$ cat config.mk
export PLATFORM = sky130hd
export DESIGN_NAME = keypad_scanner
export DESIGN_NICKNAME = d
export VERILOG_FILES = /design/src/rtl/keypad_pkg.sv /design/src/rtl/sync_2ff.sv /design/src/rtl/keypad_scanner.sv
export SDC_FILE = /design/constraint.sdc
export NUM_CORES = 1
export LEC_CHECK = 0
export BUFFER_PORTS_ARGS = -buffer_cell sky130_fd_sc_hd__buf_4
export CAP_MARGIN = 20
export CORE_MARGIN = 3
export CORE_UTILIZATION = 63
export DETAILED_ROUTE_END_ITERATION = 6
export PLACE_DENSITY = 0.83
export REMOVE_ABC_BUFFERS = 1
export SLEW_MARGIN = 20
export SYNTH_ARGS = -nofsm -noshare
export SYNTH_HDL_FRONTEND = slang
export SYNTH_SLANG_ARGS = --single-unit
$ cat constraint.sdc
create_clock -name clk -period 5.98 [get_ports clk]
set_clock_uncertainty 0.2 [all_clocks]
set_input_delay 1.196 -clock clk [delete_from_list [all_inputs] [get_ports clk]]
set_output_delay 1.196 -clock clk [all_outputs]
set_load 0.01 [all_outputs]
$ cat src/rtl/keypad_pkg.sv
// ============================================================================
// Module   : keypad_pkg
// Purpose  : Shared key codes, scanner state encoding and row/column key map.
// Revision : 1.0
// ============================================================================
`default_nettype none

package keypad_pkg;

    localparam logic [3:0] KEY_HASH = 4'd10;
    localparam logic [3:0] KEY_STAR = 4'd11;
    localparam logic [3:0] KEY_NONE = 4'd13;

    typedef enum logic [1:0] {
        SCAN     = 2'd0,
        DEBOUNCE = 2'd1,
        HELD     = 2'd2
    } state_e;

    // Rows 0-2 carry digits 1-9 in reading order; row 3 is '*', '0', '#'.
    function automatic logic [3:0] key_map(input logic [1:0] row, input logic [1:0] col);
        logic [3:0] code;
        code = KEY_NONE;
        if (row == 2'd3) begin
            case (col)
                2'd0:    code = KEY_STAR;
                2'd1:    code = 4'd0;
                default: code = KEY_HASH;
            endcase
        end else begin
            code = ({2'b00, row} * 4'd3) + {2'b00, col} + 4'd1;
        end
        return code;
    endfunction

endpackage

`default_nettype wire

$ cat src/rtl/sync_2ff.sv
// ============================================================================
// Module   : sync_2ff
// Purpose  : Two-flop synchronizer for asynchronous input pins, any width.
// Revision : 1.0
// ============================================================================
`default_nettype none

module sync_2ff #(
    parameter int              WIDTH     = 1,
    parameter logic [WIDTH-1:0] RESET_VAL = '0
) (
    input  logic             clk,
    input  logic             rst,
    input  logic [WIDTH-1:0] d,
    output logic [WIDTH-1:0] q
);

    logic [WIDTH-1:0] meta_q;
    logic [WIDTH-1:0] sync_q;

    always_ff @(posedge clk or posedge rst) begin
        if (rst) begin
            meta_q <= RESET_VAL;
            sync_q <= RESET_VAL;
        end else begin
            meta_q <= d;
            sync_q <= meta_q;
        end
    end

    assign q = sync_q;

endmodule

`default_nettype wire

$ cat src/rtl/keypad_scanner.sv
// ============================================================================
// Module   : keypad_scanner
// Purpose  : 4x3 matrix keypad scanner with debounce; one key code per press.
//            Define KEY_REPEAT_EN to emit auto-repeat codes while a key is held.
// Revision : 1.0
// ============================================================================
`default_nettype none

module keypad_scanner
    import keypad_pkg::*;
#(
    parameter int SCAN_DIV     = 1000,
    parameter int DEBOUNCE_CNT = 8,
    parameter int REPEAT_SCANS = 256
) (
    input  logic       clk,
    input  logic       rst,
    input  logic [2:0] col_n,
    output logic [3:0] row_n,
    output logic [3:0] key_code,
    output logic       busy
);

    localparam int DIV_W = $clog2(SCAN_DIV);
    localparam int DB_W  = $clog2(DEBOUNCE_CNT + 1);

    if (SCAN_DIV < 4) begin : g_bad_scan_div
        $error("keypad_scanner: SCAN_DIV must be >= 4");
    end
    if (DEBOUNCE_CNT < 1) begin : g_bad_debounce_cnt
        $error("keypad_scanner: DEBOUNCE_CNT must be >= 1");
    end
    if (REPEAT_SCANS < 1) begin : g_bad_repeat_scans
        $error("keypad_scanner: REPEAT_SCANS must be >= 1");
    end

    logic [2:0] col_s;

    sync_2ff #(
        .WIDTH     (3),
        .RESET_VAL (3'b111)
    ) u_col_sync (
        .clk (clk),
        .rst (rst),
        .d   (col_n),
        .q   (col_s)
    );

    state_e           state_q,     state_d;
    logic [DIV_W-1:0] div_q,       div_d;
    logic [1:0]       row_idx_q,   row_idx_d;
    logic [1:0]       col_idx_q,   col_idx_d;
    logic [2:0]       col_pat_q,   col_pat_d;
    logic [DB_W-1:0]  db_cnt_q,    db_cnt_d;
    logic [3:0]       key_code_q,  key_code_d;
    logic [3:0]       row_n_q,     row_n_d;
    logic             busy_q,      busy_d;
`ifdef KEY_REPEAT_EN
    localparam int RP_W = $clog2(REPEAT_SCANS + 1);
    logic [RP_W-1:0]  rep_q,       rep_d;
`endif

    logic       sample;
    logic       one_hot_low;
    logic [1:0] col_idx_s;
    logic       db_done;

    assign sample  = (div_q == DIV_W'(SCAN_DIV - 1));
    assign db_done = (db_cnt_q == DB_W'(DEBOUNCE_CNT));

    // Only a single low column is a valid press; anything else is ghosting.
    always_comb begin
        one_hot_low = 1'b1;
        col_idx_s   = 2'd0;
        case (col_s)
            3'b110:  col_idx_s = 2'd0;
            3'b101:  col_idx_s = 2'd1;
            3'b011:  col_idx_s = 2'd2;
            default: one_hot_low = 1'b0;
        endcase
    end

    always_comb begin
        state_d    = state_q;
        div_d      = sample ? '0 : div_q + DIV_W'(1);
        row_idx_d  = row_idx_q;
        col_idx_d  = col_idx_q;
        col_pat_d  = col_pat_q;
        db_cnt_d   = db_cnt_q;
        key_code_d = KEY_NONE;
`ifdef KEY_REPEAT_EN
        rep_d      = rep_q;
`endif

        case (state_q)
            SCAN: begin
                if (sample) begin
                    if (one_hot_low) begin
                        col_pat_d = col_s;
                        col_idx_d = col_idx_s;
                        db_cnt_d  = DB_W'(1);
                        state_d   = DEBOUNCE;
                    end else begin
                        row_idx_d = row_idx_q + 2'd1;
                    end
                end
            end
            DEBOUNCE: begin
                if (db_done) begin
                    key_code_d = key_map(row_idx_q, col_idx_q);
                    db_cnt_d   = '0;
                    state_d    = HELD;
`ifdef KEY_REPEAT_EN
                    rep_d      = '0;
`endif
                end else if (sample) begin
                    if (col_s == col_pat_q) begin
                        db_cnt_d = db_cnt_q + DB_W'(1);
                    end else begin
                        db_cnt_d  = '0;
                        row_idx_d = row_idx_q + 2'd1;
                        state_d   = SCAN;
                    end
                end
            end
            HELD: begin
                if (db_done) begin
                    db_cnt_d  = '0;
                    row_idx_d = 2'd0;
                    state_d   = SCAN;
                end else if (sample) begin
                    db_cnt_d = (col_s == 3'b111) ? db_cnt_q + DB_W'(1) : '0;
`ifdef KEY_REPEAT_EN
                    if (col_s == col_pat_q) begin
                        if (rep_q == RP_W'(REPEAT_SCANS - 1)) begin
                            key_code_d = key_map(row_idx_q, col_idx_q);
                            rep_d      = '0;
                        end else begin
                            rep_d = rep_q + RP_W'(1);
                        end
                    end else begin
                        rep_d = '0;
                    end
`endif
                end
            end
            default: begin
                state_d = SCAN;
            end
        endcase

        row_n_d = ~(4'b0001 << row_idx_d);
        busy_d  = (state_d != SCAN);
    end

    always_ff @(posedge clk or posedge rst) begin
        if (rst) begin
            state_q    <= SCAN;
            div_q      <= '0;
            row_idx_q  <= 2'd0;
            col_idx_q  <= 2'd0;
            col_pat_q  <= 3'b111;
            db_cnt_q   <= '0;
            key_code_q <= KEY_NONE;
            row_n_q    <= 4'b1110;
            busy_q     <= 1'b0;
`ifdef KEY_REPEAT_EN
            rep_q      <= '0;
`endif
        end else begin
            state_q    <= state_d;
            div_q      <= div_d;
            row_idx_q  <= row_idx_d;
            col_idx_q  <= col_idx_d;
            col_pat_q  <= col_pat_d;
            db_cnt_q   <= db_cnt_d;
            key_code_q <= key_code_d;
            row_n_q    <= row_n_d;
            busy_q     <= busy_d;
`ifdef KEY_REPEAT_EN
            rep_q      <= rep_d;
`endif
        end
    end

    assign row_n    = row_n_q;
    assign key_code = key_code_q;
    assign busy     = busy_q;

endmodule

`default_nettype wire

==> After elaboration in Yosys (flattened, before gate mapping) <==
Index checks and enable logic that the tools add are counted.
W data, S select, Z words.
{ "totals": {"out_inout_bits": 9, "word_cells": 71, "register_bits": 38, "in_bits": 5} }
{ "classes": {"n_addsub": 5, "muxes": 30, "n_reduce_logical": 7, "n_mul": 1, "bitwise_logic": 1, "n_shift": 1, "n_eq_ne": 15} }
{ "ops": {"columns": ["cell", "n"], "rows": [
  ["$mux W4", 11],
  ["$mux W2", 12],
  ["$pmux W2 S3", 2],
  ["$pmux W4 S3", 1],
  ["$add A10 B1 Y10 const B", 1],
  ["$eq A10 B10 Y1 const B", 1],
  ["$mux W10", 1],
  ["$eq A3 B3 Y1 const B", 3],
  ["$add A4 B1 Y4 const B", 2],
  ["$pmux W4 S2", 1],
  ["$ne A3 B3 Y1 const B", 2],
  ["$reduce_and A5 Y1", 1],
  ["$add A4 B2 Y4", 1],
  ["$eq A2 B1 Y1 const B", 2],
  ["$eq A2 B2 Y1 const B", 2],
  ["$eq A4 B4 Y1 const B", 1],
  ["$logic_not A2 Y1", 2],
  ["$mul A2 B2 Y4 const B", 1],
  ["$ne A2 B2 Y1 const B", 2],
  ["$not A4 Y4", 1],
  ["$pmux W2 S2", 1],
  ["$shl A1 B2 Y4 const A", 1],
  ["$eq A3 B2 Y1 const B", 1],
  ["$eq A3 B3 Y1", 1],
  ["6 further kinds", 6]
]} }

==> Depth between registers and ports, before layout <==
{ "depth": {"ltp_word": 8, "mapped_depth": 8, "ltp_nobuf": 8} }

==> Modules after synthesis <==
Synthesis repeated with hierarchy kept, for this count alone.
{ "unflattened": {"cells_unflattened": 173, "hier_area_um2": 1891.8} }
{ "modules_own_cells": {"columns": ["mod", "cells_per_inst", "seq_area_each_um2", "instances", "area_per_inst_um2"], "rows": [
  ["keypad_scanner", 166, 812.0, 1, 1730.4],
  ["sync_2ff", 7, 157.7, 1, 161.4]
]} }

==> Worst setup path before layout <==
Ideal clock, no wire load.
{ "synth_timing": {"path_type": "reg2reg", "from": "reg div_q[0]", "to": "reg row_n_q[0], in the netlist row_n[0]", "n_path_buf": 0, "path_stages_with_launch": 8, "synth_period_minus_slack_ns": 2.079, "required_time_ns": 5.641, "setup_time_ns": 0.139, "arrival_ns": 1.740, "setup_slack_ns": 3.901, "cell_sequence": "dfrtp_1 > ha_1 > nand4b_1 > nor4_4 > nand3_2 > a22o_1 > a211oi_2 > o21ai_0"} }
{ "synth_between": {"elab_chain_len": 6, "word_cells_on_any_way": 7, "cone_classes": "eq/ne (1); shift (1); mux (4); bitwise (1)"} }
{ "synth_rtl": {"columns": ["item", "line", "text"], "rows": [
  ["from (decl)", "keypad_scanner.sv:50", "logic [DIV_W-1:0] div_q, div_d;"],
  ["from (signal assigned)", "keypad_scanner.sv:172", "div_q <= div_d;"],
  ["$eq A10 B10 Y1 (*)", "keypad_scanner.sv:68", "assign sample = (div_q == DIV_W'(SCAN_DIV - 1));"],
  ["$mux W2", "keypad_scanner.sv:116", "end else if (sample) begin"],
  ["$mux W2", "keypad_scanner.sv:109", "if (db_done) begin"],
  ["$pmux W2 S3 (*)", "keypad_scanner.sv:95", "case (state_q)"],
  ["$shl A1 B2 Y4 (*)", "keypad_scanner.sv:152", "row_n_d = ~(4'b0001 << row_idx_d);"],
  ["$not A4 Y4 (*)", "keypad_scanner.sv:152", null],
  ["named net row_n_d[0]", "keypad_scanner.sv:56", "logic [3:0] row_n_q, row_n_d;"],
  ["to (signal assigned)", "keypad_scanner.sv:178", "row_n_q <= row_n_d;"],
  ["to (decl)", "keypad_scanner.sv:56", null]
]} }
Mark *: on every way through the listed nets, which the timed path passes. The rest lies on a longest branch.
A chain may end at the register's enable or synchronous reset.

==> Worst setup path after layout <==
{ "layout_timing": {"from": "reg div_q[0]", "to": "reg db_cnt_q[2]"} }
{ "layout_between": {"elab_chain_len": 3, "word_cells_on_any_way": 5, "cone_classes": "eq/ne (4); reduce/logical (1)"} }
{ "layout_rtl": {"columns": ["item", "line", "text"], "rows": [
  ["$eq A10 B10 Y1 (*)", "keypad_scanner.sv:68", null],
  ["$ne A3 B3 Y1 (no source line) or $ne A2 B2 Y1 (tied branches)", null, null],
  ["$reduce_and A5 Y1 (no source line) (*)", null, null],
  ["to (signal assigned)", "keypad_scanner.sv:176", "db_cnt_q <= db_cnt_d;"],
  ["to (decl)", "keypad_scanner.sv:54", "logic [DB_W-1:0] db_cnt_q, db_cnt_d;"]
]} }
Every way passes the cells marked *; elsewhere a longest branch is shown, timed or not.

==> summary.md <==
| Metric | Value |
|---|---|
| Worst Max-Slew Pin Slew | `approximately 0.9 ns` |
| Final Cycle Share | `44.8%` |
| Flop-to-flop setup slack | `~3.3 ns` |
| Yosys cell types | `48` |
| Clock sink count | `38` |
| Share of cells above drive strength 1 | `25.5%` |
| Post-CTS Resized | `0` |
| Required @ worst endpoint | `between 6 and 7 ns` |
| Number of diodes | `0` |
| TritonRoute pass-1 iters | `4` |
| Most common cell after layout, fill and taps aside | `dfrtp_1` |
| Number of flops mapped to enable cells by yosys | `0` |
| Worst hold margin | `around 0.16 ns` |
| Synth warnings | `0` |
| Leak Pwr | `between 0.9 and 1 nW` |
| FFs w/ async S/R, synth | `100%` |
| GPL Wtd Cong | `between 0.8 and 0.9` |
| Endpoints failing setup | `0` |
| Area Overhead vs Synth | `9.99%` |
| Initial core utilization | `68.2%` |
| Post-route design area | `between 2000 and 2500 um^2` |
| Largest area contributor in the netlist | `dfrtp_1` |
| Number of core rows | `19` |
| Clock buffer depth | `2` |
| CP arrival | `2.73 ns` |
| Worst skew pair latency | `between 0.3 and 0.4 ns` |
| Sequential area share after synthesis | `between 50% and 60%` |
| Hold Crit Class | `reg -> reg` |
| Root buf cell | `clkbuf_4` |
| Commonest non-fill, non-tap cells in the layout | `dfrtp_1 (23), nor2_1 (15), dfstp_2 (15)` |
| Die Y | `61.3 um` |
| Critical path endpoint category | `register` |
| Die area | `~3800 um^2` |
| Width of the die | `61.3 um` |
| Rel. slew slack | `between 40% and 50%` |
| Post-CTS Hold Fix Bufs | `0` |
| CTS Buf Count | `5` |
| 1st-iter DRT viols | `93` |
| Max-cap check violation count | `0` |
| Fin nets | `210` |
| GR Overflow Total | `0` |
| Largest net degree at the start of global routing | `39` |
| Area of the core | `between 2000 and 3000 um^2` |
| Total track usage | `22.5%` |
| H-tree Lvls | `2` |
| Worst Setup Start Kind | `register` |
| Initial antenna violation count | `0` |
| Synth top area share | `between 20 and 30%` |
| Final hold violations | `0` |
| Synth Register Bits | `38` |
| Top-Level Pins | `14` |
| Final WL | `3570 um` |
| Power Total | `a little over 0.4 mW` |
| Final worst slack | `around 3.3 ns` |
| Dpl cell area | `between 2000 and 2500 um^2` |
| Via count | `1,322` |
| VDD IR max | `~160 uV` |
| Vias per inst | `just under 6` |
| Main synth FF type | `dfrtp_1` |
| Routed Antenna Nets | `0` |
| Syn Area/Cell | `around 11 um^2` |
| Wire length per cell | `16.0 um` |
| Post-CTS setup buffer count | `0` |
| Tmin final | `around 2.7 ns` |
| RSZ-0062 raised after global routing | `false` |
| Filler Cells Inserted | `about 200` |
| CTS tree | `yes` |
| PortBufs | `13` |
| Fmax | `between 300 and 400 MHz` |
| Hpwl dp | `2660 um` |
| Slew Viols, Final | `0` |
| Vias in the first global route | `about 1,400` |
| Status | `complete, no violations` |
| Drc violations | `0` |
| CP Class | `reg -> reg` |
| Post-Syn Area | `roughly 1900 um^2` |
| Mapped Cells | `between 150 and 200` |
| First-pass GRT wire length | `between 6000 and 7000 um` |
| CP max FO | `16` |
| Power Density | `between 150 and 200 nW/um^2` |
| Setup TNS | `0 ns` |
| Main area contributors after synthesis | `dfrtp_1 (30%), dfstp_2 (20%), ha_1 (7.8%)` |
| Clock slew at reported path FFs | `between 0.1 and 0.15 ns` |
| Pre-CTS setup slack | `3.28 ns` |
[state kept, by name, indices dropped and copies added, names as in the netlist]
register / count
state_q: 2
u_col_sync.q: 3
db_cnt_q: 4
key_code: 4
row_n: 4
busy: 1
col_pat_q: 3
u_col_sync.meta_q: 3
col_idx_q: 2
row_idx_q: 2
div_q: 10
[per-stage QoR]
stage	utilization, %	cells
after floorplan	-	170
after global placement	72.8	215
after detailed placement	72.8	215
after CTS	75.0	223
after global routing	75.0	223
final	75.0	223
[cell type report]
type	count	area, um^2	area share [%]
multi-input combinational	121	906	42.7
timing repair buffer	14	105	4.96
sequential	38	970	45.7
tap	31	38.8	1.83
clock buffer	7	55.1	2.60
inverter	11	41.3	1.95
clock inverter	1	5.00	0.236
[power breakdown]
group	switching (mW)	leakage (nW)	internal, mW
clock	0.0817	0.0353	0.0570
combinational	0.00724	0.471	0.00488
sequential	0.00219	0.464	0.261
total	0.0911	0.970	0.323
[metal layers]
metal  up-vias  track usage, %  routed length [um]
li1        643               -                   -
met1       636            25.2                1500
met2        34            39.1                1810
met3         9            7.13                 162
met4         0            9.60                  91
met5         -               0                   0
[cells in the mapped netlist, types with 3 or more instances]
cell type	instances
nor3b_1	3
nor2_1	15
ha_1	12
o21ai_0	11
nand3_1	8
mux2_2	3
xor2_1	5
inv_1	10
nor3_1	3
dfstp_2	15
nand2_1	13
and3_1	3
xnor2_1	6
dfrtp_1	23
[kinds of logic after synthesis]
| family | share of synthesized area, % |
|---|---|
| AND/OR/NAND/NOR | 17.5 |
| flip-flops | 50.3 |
| AO/OA/AOI/OAI | 12.8 |
| adder cells (fa/ha/maj) | 9.86 |
| buffers and inverters | 2.73 |
| XOR/XNOR | 5.00 |
| multiplexers | 1.75 |
[path summary, 6_finish.rpt]
| kind | from | endpoint | cells past startpoint |
|---|---|---|---|
| hold / removal | u_col_sync.meta_q[1] | u_col_sync.q[1] | 0 |
| hold reg to reg | u_col_sync.meta_q[1] | u_col_sync.q[1] | 0 |
| max in group asynchronous | rst | row_n[2] | 3 |
| setup reg to reg | div_q[0] | db_cnt_q[2] | 7 |
| setup / recovery | div_q[0] | db_cnt_q[2] | 7 |
| min in group asynchronous | rst | db_cnt_q[0] | 3 |
[worst max-delay path, cell delays in order, from the launching register on]
cell      delay [ns]
dfrtp_1         0.40
ha_1            0.22
nand4b_1        0.19
nor4_4          0.69
o21bai_1        0.25
a21oi_4         0.29
o21ai_1         0.10
a22o_1          0.24
Power figures use the tool's default switching activity.
